File: config.mk
export PLATFORM = sky130hd
export DESIGN_NAME = cpu_datapath_flat
export DESIGN_NICKNAME = d
export VERILOG_FILES = /design/src/rtl/cpu_datapath_if.sv /design/src/rtl/cpu_datapath.sv /design/src/flat_wrapper.sv
export SDC_FILE = /design/constraint.sdc
export NUM_CORES = 1
export LEC_CHECK = 0
export ABC_CLOCK_PERIOD_IN_PS = 7500
export CAP_MARGIN = 20
export CORE_MARGIN = 2
export CORE_UTILIZATION = 61
export CTS_CLUSTER_SIZE = 14
export DETAILED_ROUTE_END_ITERATION = 10
export PLACE_DENSITY_LB_ADDON = 0.25
export SYNTH_ARGS = -nofsm -noshare
export SYNTH_HDL_FRONTEND = slang
export SYNTH_SLANG_ARGS = --single-unit
File: constraint.sdc
create_clock -name clock -period 7.5 [get_ports clock]
set_clock_uncertainty 0.1 [all_clocks]
set_input_delay 1.125 -clock clock [delete_from_list [all_inputs] [get_ports clock]]
set_output_delay 1.125 -clock clock [all_outputs]
set_load 0.02 [all_outputs]
File: src/rtl/cpu_datapath_if.sv
// Control/status bundle between control_unit (master) and the datapath (slave).
// Signal names follow the processor's established control-word naming.
interface cpu_datapath_if #(
  parameter int DATA_W = 9,
  parameter int NREGS  = 8
);
  logic              run;
  logic [DATA_W-1:0] DIN;
  logic              IRin;
  logic              DINout;
  logic              Gout;
  logic [2:0]        Rout;
  logic [NREGS-1:0]  Rin;
  logic              Ain;
  logic              Gin;
  logic [1:0]        alu_op;
  logic              clear;
  logic [2:0]        dbg_sel;

  logic [8:0]        IR;
  logic [1:0]        counter;
  logic [DATA_W-1:0] BusWires;
  logic [DATA_W-1:0] dbg_reg;

  modport master (
    output run, DIN, IRin, DINout, Gout, Rout, Rin, Ain, Gin, alu_op, clear, dbg_sel,
    input  IR, counter, BusWires, dbg_reg
  );

  modport slave (
    input  run, DIN, IRin, DINout, Gout, Rout, Rin, Ain, Gin, alu_op, clear, dbg_sel,
    output IR, counter, BusWires, dbg_reg
  );
endinterface

File: src/rtl/cpu_datapath.sv
// Register-transfer datapath of the 9-bit multi-cycle processor: IR, R0..R(NREGS-1),
// A, G, ALU, shared bus and the 2-bit step counter. No opcode decoding lives here.
module cpu_datapath #(
  parameter int DATA_W = 9,
  parameter int NREGS  = 8
) (
  input logic           clock,
  input logic           reset,
  cpu_datapath_if.slave dp
);

  typedef enum logic [1:0] {
    ALU_PASS = 2'b00,
    ALU_ADD  = 2'b01,
    ALU_SUB  = 2'b10,
    ALU_RSVD = 2'b11
  } alu_op_e;

  logic [DATA_W-1:0] regs [NREGS];
  logic [DATA_W-1:0] a_q;
  logic [DATA_W-1:0] g_q;
  logic [8:0]        ir_q;
  logic [1:0]        cnt_q;

  logic [DATA_W-1:0] r_sel;
  logic [DATA_W-1:0] dbg_sel_val;
  logic [DATA_W-1:0] bus_w;
  logic [DATA_W-1:0] alu_y;
  alu_op_e           op;

  assign op = alu_op_e'(dp.alu_op);

  // Register read ports; an index beyond NREGS reads as zero.
  always_comb begin
    // NOTE: every always_comb output gets a default first so no path leaves it unassigned (no latch).
    r_sel       = '0;
    dbg_sel_val = '0;
    for (int i = 0; i < NREGS; i++) begin
      if (dp.Rout == 3'(i))    r_sel       = regs[i];
      if (dp.dbg_sel == 3'(i)) dbg_sel_val = regs[i];
    end
  end

  // Fixed-priority bus: DIN over G over the register file.
  always_comb begin
    bus_w = r_sel;
    if (dp.DINout)    bus_w = dp.DIN;
    else if (dp.Gout) bus_w = g_q;
  end

  // Unsigned modulo-2^DATA_W arithmetic; carry/borrow simply fall off the top.
  always_comb begin
    alu_y = bus_w;
    case (op)
      ALU_ADD:  alu_y = a_q + bus_w;
      ALU_SUB:  alu_y = a_q - bus_w;
      default:  alu_y = bus_w;
    endcase
  end

  always_ff @(posedge clock or posedge reset) begin
    if (reset) begin
      // NOTE: the register file is cleared on reset because software relies on R0-R7 starting at zero.
      for (int i = 0; i < NREGS; i++) regs[i] <= '0;
    end else begin
      for (int i = 0; i < NREGS; i++) begin
        if (dp.Rin[i]) regs[i] <= bus_w;
      end
    end
  end

  // NOTE: state uses non-blocking assignments so G samples the pre-edge A even when Ain and Gin fire together.
  always_ff @(posedge clock or posedge reset) begin
    if (reset) begin
      a_q <= '0;
      g_q <= '0;
    end else begin
      if (dp.Ain) a_q <= bus_w;
      if (dp.Gin) g_q <= alu_y;
    end
  end

  // IR loads straight from DIN, never from the bus.
  always_ff @(posedge clock or posedge reset) begin
    if (reset)        ir_q <= '0;
    else if (dp.IRin) ir_q <= dp.DIN[8:0];
  end

  // Step counter: clear wins over run; natural 2-bit wrap 3 -> 0.
  always_ff @(posedge clock or posedge reset) begin
    if (reset)        cnt_q <= '0;
    else if (dp.clear) cnt_q <= '0;
    else if (dp.run)  cnt_q <= cnt_q + 2'd1;
  end

  assign dp.IR       = ir_q;
  assign dp.counter  = cnt_q;
  assign dp.BusWires = bus_w;
  assign dp.dbg_reg  = dbg_sel_val;

endmodule

File: src/flat_wrapper.sv
// flat-port wrapper written by rule: the top's interface ports become plain ports
module cpu_datapath_flat 
#(
  parameter int DATA_W = 9,
  parameter int NREGS  = 8
)
  (clock, reset, dp_run, dp_DIN, dp_IRin, dp_DINout, dp_Gout, dp_Rout, dp_Rin, dp_Ain, dp_Gin, dp_alu_op, dp_clear, dp_dbg_sel, dp_IR, dp_counter, dp_BusWires, dp_dbg_reg);
  cpu_datapath_if #(.DATA_W(DATA_W), .NREGS(NREGS)) dp_i ();
  input logic clock;
  input logic reset;
  input wire logic [$bits(dp_i.run)-1:0] dp_run;
  input wire logic [$bits(dp_i.DIN)-1:0] dp_DIN;
  input wire logic [$bits(dp_i.IRin)-1:0] dp_IRin;
  input wire logic [$bits(dp_i.DINout)-1:0] dp_DINout;
  input wire logic [$bits(dp_i.Gout)-1:0] dp_Gout;
  input wire logic [$bits(dp_i.Rout)-1:0] dp_Rout;
  input wire logic [$bits(dp_i.Rin)-1:0] dp_Rin;
  input wire logic [$bits(dp_i.Ain)-1:0] dp_Ain;
  input wire logic [$bits(dp_i.Gin)-1:0] dp_Gin;
  input wire logic [$bits(dp_i.alu_op)-1:0] dp_alu_op;
  input wire logic [$bits(dp_i.clear)-1:0] dp_clear;
  input wire logic [$bits(dp_i.dbg_sel)-1:0] dp_dbg_sel;
  output wire logic [$bits(dp_i.IR)-1:0] dp_IR;
  output wire logic [$bits(dp_i.counter)-1:0] dp_counter;
  output wire logic [$bits(dp_i.BusWires)-1:0] dp_BusWires;
  output wire logic [$bits(dp_i.dbg_reg)-1:0] dp_dbg_reg;
  assign dp_i.run = dp_run;
  assign dp_i.DIN = dp_DIN;
  assign dp_i.IRin = dp_IRin;
  assign dp_i.DINout = dp_DINout;
  assign dp_i.Gout = dp_Gout;
  assign dp_i.Rout = dp_Rout;
  assign dp_i.Rin = dp_Rin;
  assign dp_i.Ain = dp_Ain;
  assign dp_i.Gin = dp_Gin;
  assign dp_i.alu_op = dp_alu_op;
  assign dp_i.clear = dp_clear;
  assign dp_i.dbg_sel = dp_dbg_sel;
  assign dp_IR = dp_i.IR;
  assign dp_counter = dp_i.counter;
  assign dp_BusWires = dp_i.BusWires;
  assign dp_dbg_reg = dp_i.dbg_reg;
  cpu_datapath #(.DATA_W(DATA_W), .NREGS(NREGS)) u_core (.clock(clock), .reset(reset), .dp(dp_i));
endmodule
* Word level (Yosys, flattened, before mapping)
Index checks and enable logic that the tools add are counted.
** Cells by class
- Multiply operators :: 0
- Bitwise gates (word level) :: 0
- Add/sub/neg operators :: 3
- Reduce and logical (&&, ||, !) cells :: 3
- Magnitude comparators :: 0
- Muxes and demuxes :: 21
- Shift operators :: 0
- Divide/modulo/power cells :: 0
- Equal/unequal tests :: 16
** Operators by type and width (count)
- $mux W9 :: 18
- $eq A3 B3 Y1 const B :: 8
- $pmux W9 S2 :: 1
- $eq A3 B2 Y1 const B :: 4
- $add A9 B9 Y9 :: 1
- $sub A9 B9 Y9 :: 1
- $eq A3 B1 Y1 const B :: 2
- $logic_not A3 Y1 :: 2
- $mux W2 :: 2
- $add A2 B1 Y2 const B :: 1
- $eq A2 B1 Y1 const B :: 1
- $eq A2 B2 Y1 const B :: 1
- $reduce_bool A2 Y1 :: 1
** Storage, ports and cells
- Bits of input ports :: 34
- Bits in registers :: 101
- Memories kept :: 0
- Latch bits :: 0
- Memory bits (writable) :: 0
- ROM bits :: 0

* Logic depth before layout (Yosys ltp)
Gate-level depths: netlist of the first run.
- Depth after elaboration :: 13
- Gate-level depth with buffers :: 20
- Gate-level depth less buffers :: 17

* Worst setup path after synthesis of the first run
Ideal clock, no wire load.
- Kind :: input-to-reg
- From :: in dp_Rout[0]
- To :: reg u_core.g_q[8]
- Stages :: 19
- Setup time :: 0.068 ns
- Buffers on the path :: 3
- Arrival time :: 5.086 ns
- Path slack :: 2.245 ns
- Cells stage by stage :: buf_6 -> buf_4 -> mux4_2 -> mux2i_1 -> a211oi_1 -> a21oi_1 -> clkbuf_1 -> ha_1 -> and3_1 -> a31oi_1 -> xnor2_1 -> ha_1 -> or3_1 -> o211ai_1 -> xor2_1 -> or3_1 -> o311a_1 -> a311o_1 -> nand3_1
** Between the ends
- Cells in the longest elaborated chain, start to end :: 13
- Elaborated cells between the ends (all ways) :: 21
- Those cells by class :: add/sub (2); eq/ne (7); mux (11); reduce/logical (1)
** Ends and longest elaborated chain
- start, declared :: line flat_wrapper.sv:16 : input wire logic [$bits(dp_i.Rout)-1:0] dp_Rout;
- $logic_not A3 Y1 :: line cpu_datapath.sv:39 : if (dp.Rout == 3'(i)) r_sel = regs[i];
- $mux W9 (7 in a row) :: line cpu_datapath.sv:39
- $mux W9 * :: line cpu_datapath.sv:39
- $mux W9 * :: line cpu_datapath.sv:48 : else if (dp.Gout) bus_w = g_q;
- $mux W9 * :: line cpu_datapath.sv:47 : if (dp.DINout) bus_w = dp.DIN;
- $sub A9 B9 Y9 or $add A9 B9 Y9 (tied branches) :: line cpu_datapath.sv:56, cpu_datapath.sv:55
- $pmux W9 S2 * :: line cpu_datapath.sv:54 : case (op)
- end signal, assigned :: line cpu_datapath.sv:79 : if (dp.Gin) g_q <= alu_y;
- end, declared :: line cpu_datapath.sv:21 : logic [DATA_W-1:0] g_q;
Every way passes the cells marked *; elsewhere a longest branch is shown, timed or not.
A chain may end at the register's enable or synchronous reset.

* Final worst setup path of the first run
- From :: in dp_Rout[1]
- To :: out dp_BusWires[8]
** Between the ends
- Cells in the longest elaborated chain, start to end :: 11
- Elaborated cells between the ends (all ways) :: 18
- Those cells by class :: eq/ne (7); mux (10); reduce/logical (1)
** Ends and longest elaborated chain
- $logic_not A3 Y1 :: line cpu_datapath.sv:39
- $mux W9 (7 in a row) :: line cpu_datapath.sv:39
- $mux W9 * :: line cpu_datapath.sv:39
- $mux W9 * :: line cpu_datapath.sv:48
- $mux W9 * :: line cpu_datapath.sv:47
- end, declared :: line flat_wrapper.sv:25 : output wire logic [$bits(dp_i.BusWires)-1:0] dp_BusWires;
Marked as above.

==> flow_metrics.tcl, run 1 <==
set metrics [dict create \
    status "finished clean" \
    vdd_drop_max_uv 141 \
    final_common_cell "nor2_1" \
    area.growth.synth_to_final_pct 15.2 \
    finalHoldViolations 0 \
    drive_gt1_share_pct 9.28 \
    path_clk_slew_ns 0.10 \
    num-nets-final 708 \
    arrival_ns 4.74 \
    tightest_slew_ns 1.12 \
    synth_edf_count 0 \
    netlist.area_leader.share_pct 44.5 \
    ant_nets 0 \
    grt_max_degree 60 \
    hpwlAfterDp_microns 11300 \
    post_cts_buffers 0 \
    ys_ff_latch 101 \
    routabilityCongestion 0.890 \
    root_buffer "clkbuf_8" \
    max_freq_ghz 0.168 \
    nFillCells 694 \
    clkPwrFrac_pct 23.5 \
    rsz0062_at_grt "false" \
    synth_cell_types 58 \
    crit_fanout 23 \
    die_area_sq_um 10100 \
    path_class "input port to primary output" \
    switching_share_pct 35.7 \
    vias 5022 \
    start_util_pct 62.1 \
    grt-busiest-layer "met2" \
    final_cell_mix "110 x nor2_1, 105 x a21oi_1, 101 x dfrtp_1" \
    grt_overflow 0 \
    internal_power_mw 1.09 \
    clockBufferDepth 2 \
    cts_tree "yes" \
    worstPathRequired_ns 6.27 \
    syn_area_per_cell_sq_um 9.01 \
    ctsResizeCount 0 \
    hold_path.startpoint "u_core.dp.IR[2]" \
    place.port_buffers 62 \
    wl_microns 16000 \
    use_met3_pct 5.96 \
    ys.flop_type "dfrtp_1" \
    comb_power_share_pct 33.2 \
    p_leak_nw 2.73 \
    met2_usage_pct 54.7 \
    design.portCount 63 \
    seq_area_frac_synth_pct 44.5 \
    drc 0 \
    maxCapViolCount 0 \
    grt_use_total_pct 33.4 \
    multi_input_area_sq_um 2850 \
    synthesis.nets 676 \
    power_density_nw_per_um2 260 \
    worstReg2RegStart "u_core.regs[36]" \
    cts.sinks 101 \
    startpoint "dp_Rout[1]" \
    finalSetupViolCount 0 \
    final_area_sq_um 6550 \
    vias_per_cell 6.45 \
    start_kind "input port" \
    cp_cell_sequence "clkdlybuf4s50_1 -> mux4_2 -> mux2i_1 -> a211oi_1 -> a21oi_1 -> inv_1 -> clkdlybuf4s50_1" \
    grt_pass1_vias 4958 \
    diodes 0 \
    syn_inst 631 \
    hold_buffers 0 \
    syn-cell-area_sq_um 5680 \
    register_area_sq_um 2530 \
    synth_area_leaders "dfrtp_1 44%, a21oi_1 9.2%, nor2_1 7.3%, mux2i_1 4.2%, mux4_2 4.0%" \
    insertion_delay_ns 0.38 \
    ys_warn_count 0 \
    synth_top_cell_by_area "dfrtp_1" \
    drt-initial-drc-count 396 \
    grt_pass1_wl_microns 25400 \
    avgRoutedWirePerCell_microns 20.5 \
    post-route-period-util_pct 79.5 \
    utilization_pct 71.6 \
    hp-class "register to register" \
    die_w_microns 101 \
    cp-end-kind "primary output" \
    post-route-min-period_ns 5.96 \
    numCtsBuffers 9 \
    pwr-share-seq_pct 43.3 \
    dp_slack_ns 1.42 \
    crit_path_frequent_cell "clkdlybuf4s50_1" \
    async_reset_ff_share_pct 100 \
    slew_violations 0 \
    core-area_sq_um 9150 \
    cp_slowest_cell "clkdlybuf4s50_1" \
    fin_setup_tns_ns 0 \
    placed_area_sq_um 6320 \
    rows 35 \
    antenna_found_initial 0 \
    fin_ws_ns 1.54 \
    die_h_microns 101 \
    cts_max_level 3 \
    cp_slowest_stage_delay_ns 1.11 \
    switchingPower_mw 0.609 \
    relSlewSlack_pct 25.1 \
    grt_util_met1_pct 42.2 \
    dr.pass1.iters 5 \
]
==> power groups by stage <==
stage,sequential [mW],combinational [mW],clock (mW)
3_5_place_dp,0.743,0.561,0
5_1_grt,0.745,0.621,0.427
2_1_floorplan,0.717,0.388,0
3_3_place_gp,0.741,0.545,0
4_1_cts,0.733,0.564,0.405
6_report,0.737,0.566,0.400
==> logic make-up (layout without fill, tap and decap cells) <==
family,after synthesis,count (layout),synth area share (%)
flops,101,101,44.5
compound gates,190,190,20.0
simple gates,194,194,14.9
xor+xnor,12,12,1.85
fa+ha+maj,11,11,2.55
mux,47,47,10.8
buf+inv,76,113,5.55
==> metrics by stage <==
stage          cells  total power, mW  hold WS (ns)
2_1_floorplan    631             1.11         0.367
3_3_place_gp     763             1.29         0.389
3_5_place_dp     763             1.30         0.394
4_1_cts          779             1.70         0.415
5_1_grt          779             1.79         0.435
6_report         779             1.70         0.414
==> final timing paths <==
kind	end	slack (ns)	depth (start not counted)
max	dp_BusWires[8]	1.54	7
min	u_core.dp.IR[2]	0.41	1
max reg2reg	u_core.g_q[7]	3.25	16
min reg2reg	u_core.dp.IR[2]	0.41	1
max in group asynchronous	u_core.regs[5]	5.11	3
min in group asynchronous	u_core.a_q[1]	1.02	2
==> critical path, delay by kind of cell <==
family,cells,cell delay (ns)
buf+inv,3,1.87
mux,2,0.73
compound gates,2,1.00
==> cell type report <==
class                      count  share of cell area, %
multi-input combinational    454                   43.5
clock inverter                 6                   1.43
sequential                   101                   38.6
clock buffer                  10                   2.10
tap                          111                   2.12
inverter                      22                   1.30
timing repair buffer          75                   11.0
==> layer usage <==
metal | wire length, microns | vias up
met4 | 715 | 0
met3 | 1210 | 61
met1 | 6350 | 2423
li1 | - | 2272
met2 | 7710 | 266
met5 | 0 | -
==> cells in the mapped netlist, types with 2 or more instances <==
cell and n:
inv_2 3, o311a_1 2, buf_1 11, nand3b_1 4, nand4_1 2, nor2_1 110
and3_1 4, dfrtp_1 101, o21ai_1 2, clkbuf_1 30, xor2_1 5, nand3_1 4
a221oi_2 2, nor3_1 5, o221a_1 2, a31oi_1 2, a211oi_1 4, buf_4 3
or3_1 4, o2111ai_1 2, inv_1 19, mux4_2 10, mux2_2 13, a22o_1 7
mux2i_1 24, nor2b_1 7, o21ai_0 30, o21a_1 4, o211a_1 2, o211ai_1 14
a21oi_1 105, nand2_1 45, ha_1 10, buf_2 9, xnor2_1 7
==> sequential cells by signal, summed over array words and instances (netlist names) <==
| name | count |
|---|---|
| u_core.regs | 72 |
| u_core.dp.counter | 2 |
| u_core.a_q | 9 |
| u_core.g_q | 9 |
| u_core.dp.IR | 9 |
No activity file was read; power rests on OpenSTA's default activity.
==> run 2: changes to the inputs <==
--- a/config.mk
+++ b/config.mk
@@ -5,10 +5,10 @@
 export SDC_FILE = /design/constraint.sdc
 export NUM_CORES = 1
 export LEC_CHECK = 0
-export ABC_CLOCK_PERIOD_IN_PS = 7500
+export ABC_CLOCK_PERIOD_IN_PS = 6220
 export CAP_MARGIN = 20
 export CORE_MARGIN = 2
-export CORE_UTILIZATION = 61
+export CORE_UTILIZATION = 57
 export CTS_CLUSTER_SIZE = 14
 export DETAILED_ROUTE_END_ITERATION = 10
 export PLACE_DENSITY_LB_ADDON = 0.25
==> constraint.sdc (replaced) <==
create_clock -name clock -period 6.22 [get_ports clock]
set_clock_uncertainty 0.1 [all_clocks]
set_input_delay 0.933 -clock clock [delete_from_list [all_inputs] [get_ports clock]]
set_output_delay 0.933 -clock clock [all_outputs]
set_load 0.02 [all_outputs]
==> run 2 against run 1 <==
  * Via count up 0.84%
  * Sequential share of layout area down 0.31 points
  * Worst setup slack got worse by 0.69 ns
  * Critical path type is now input port to register
  * Critical endpoint is now u_core.g_q[8]
  * Utilization down 3.7 points
==> flow_metrics.tcl, run 2 (synthesized netlist as in run 1, its figures left out) <==
set metrics [dict create \
    status "finished clean" \
    final_cell_mix "110 x nor2_1, 105 x a21oi_1, 101 x dfrtp_1" \
    path_clk_slew_ns 0.11 \
    core-area_sq_um 9730 \
    switching_share_pct 37.9 \
    regMostFlops "u_core.regs" \
    tightest_slew_ns 0.824 \
    hold_path_depth 1 \
    hold_buffers 0 \
    cp-end-kind "register" \
    start_kind "input port" \
    grt_use_total_pct 31.3 \
    vias_per_cell 6.25 \
    internal_power_mw 1.24 \
    design.portCount 63 \
    path_class "input port to register" \
    power_density_nw_per_um2 303 \
    placed_area_sq_um 6410 \
    drt-initial-drc-count 403 \
    diodes 0 \
    post_cts_buffers 0 \
    hpwlAfterDp_microns 12000 \
    dr.pass1.iters 5 \
    largest_reg_flops 72 \
    worstRegToRegCells 15 \
    finalSetupViolCount 0 \
    fin_setup_tns_ns 0 \
    ctsResizeCount 0 \
    vdd_drop_max_uv 141 \
    dp_slack_ns 0.471 \
    avgRoutedWirePerCell_microns 20.3 \
    r2r_setup_slack_ns 1.89 \
    grt_pass1_wl_microns 26300 \
    crit_fanout 16 \
    vias 5064 \
    final_common_cell "nor2_1" \
    die_w_microns 104 \
    pwr-share-seq_pct 44.5 \
    die_area_sq_um 10800 \
    grt_max_degree 64 \
    nFillCells 825 \
    hold_end "u_core.dp.IR[4]" \
    rows 36 \
    area.growth.synth_to_final_pct 16.2 \
    maxCapViolCount 0 \
    switchingPower_mw 0.760 \
    clkPwrFrac_pct 20.5 \
    hp-class "register to register" \
    comb_power_share_pct 35.0 \
    die_h_microns 104 \
    slew_violations 0 \
    relSlewSlack_pct 44.9 \
    grt_pass1_vias 4938 \
    worstPathRequired_ns 6.45 \
    worstReg2RegEnd "u_core.g_q[8]" \
    arrival_ns 5.60 \
    cts_max_level 3 \
    wl_microns 16500 \
    routabilityCongestion 0.962 \
    antenna_found_initial 0 \
    post-route-period-util_pct 86.4 \
    max_freq_ghz 0.186 \
    hold_path.startpoint "u_core.dp.IR[4]" \
    drive_gt1_share_pct 10.5 \
    cts.sinks 101 \
    grt_overflow 0 \
    insertion_delay_ns 0.39 \
    hold_ws_ns 0.416 \
    fin_ws_ns 0.847 \
    p_leak_nw 2.76 \
    start_util_pct 58.4 \
    rsz0062_at_grt "false" \
    cts_tree "yes" \
    finalHoldViolations 0 \
    final_area_sq_um 6600 \
    post-route-min-period_ns 5.37 \
    clockBufferDepth 2 \
    drc 0 \
    num-nets-final 717 \
    root_buffer "clkbuf_8" \
    worstReg2RegStart "u_core.regs[68]" \
    place.port_buffers 62 \
    ant_nets 0 \
    numCtsBuffers 9 \
]
run 2: metrics by stage:
stage	instances	power, mW	utilization, %
after floorplan	631	1.33	-
after global placement	794	1.56	65.9
after detailed placement	794	1.59	65.9
after CTS	810	1.99	67.9
after global routing	810	2.11	67.9
final	810	2.00	67.9
run 2: final cells by class:
cell class              count  area [sq um]  area share, %
multi-input cells         454          2850           43.1
clock inverters             7          66.3           1.00
repair buffers             84           786           11.9
inverters                  22          85.1           1.29
flip-flops and latches    101          2530           38.3
well taps                 133           166           2.52
clock buffers               9           124           1.88
run 2: worst max-delay path, stage by stage:
cell and delay, ns:
clkdlybuf4s50_1 0.47, buf_4 0.24, buf_4 0.27, mux4_2 0.53, o221a_1 0.26, a221oi_2 0.43
inv_2 0.14, nor3_4 0.24, a21oi_1 0.12, xnor2_1 0.15, ha_1 0.22, or3_1 0.39
o211ai_1 0.11, xor2_1 0.15, or3_1 0.37, o311a_1 0.14, a311o_1 0.36, nand3_1 0.08
run 2: metal layers:
layer	GRT usage (%)	up-vias	wire, microns
li1	-	2290	-
met1	42.6	2459	6710
met2	48.7	275	7670
met3	7.46	40	1590
met4	12.5	0	471
met5	0	-	0
run 2: worst max-delay path by stage:
stage / depth (start not counted) / from / slack [ns] / endpoint
floorplan: 19 / dp_Rout[0] / 1.16 / u_core.g_q[8]
global placement: 18 / dp_Rout[0] / 0.66 / u_core.g_q[8]
detailed placement: 18 / dp_Rout[0] / 0.47 / u_core.g_q[8]
CTS: 18 / dp_Rout[0] / 0.88 / u_core.g_q[8]
global route: 18 / dp_Rout[0] / 0.66 / u_core.g_q[8]
finish: 18 / dp_Rout[0] / 0.85 / u_core.g_q[8]
run 2: power by group through the flow:
stage,sequential (mW),combinational [mW],clock [mW]
2_1_floorplan,0.864,0.468,0
3_3_place_gp,0.896,0.668,0
3_5_place_dp,0.895,0.692,0
4_1_cts,0.885,0.696,0.413
5_1_grt,0.904,0.762,0.443
6_report,0.891,0.700,0.410
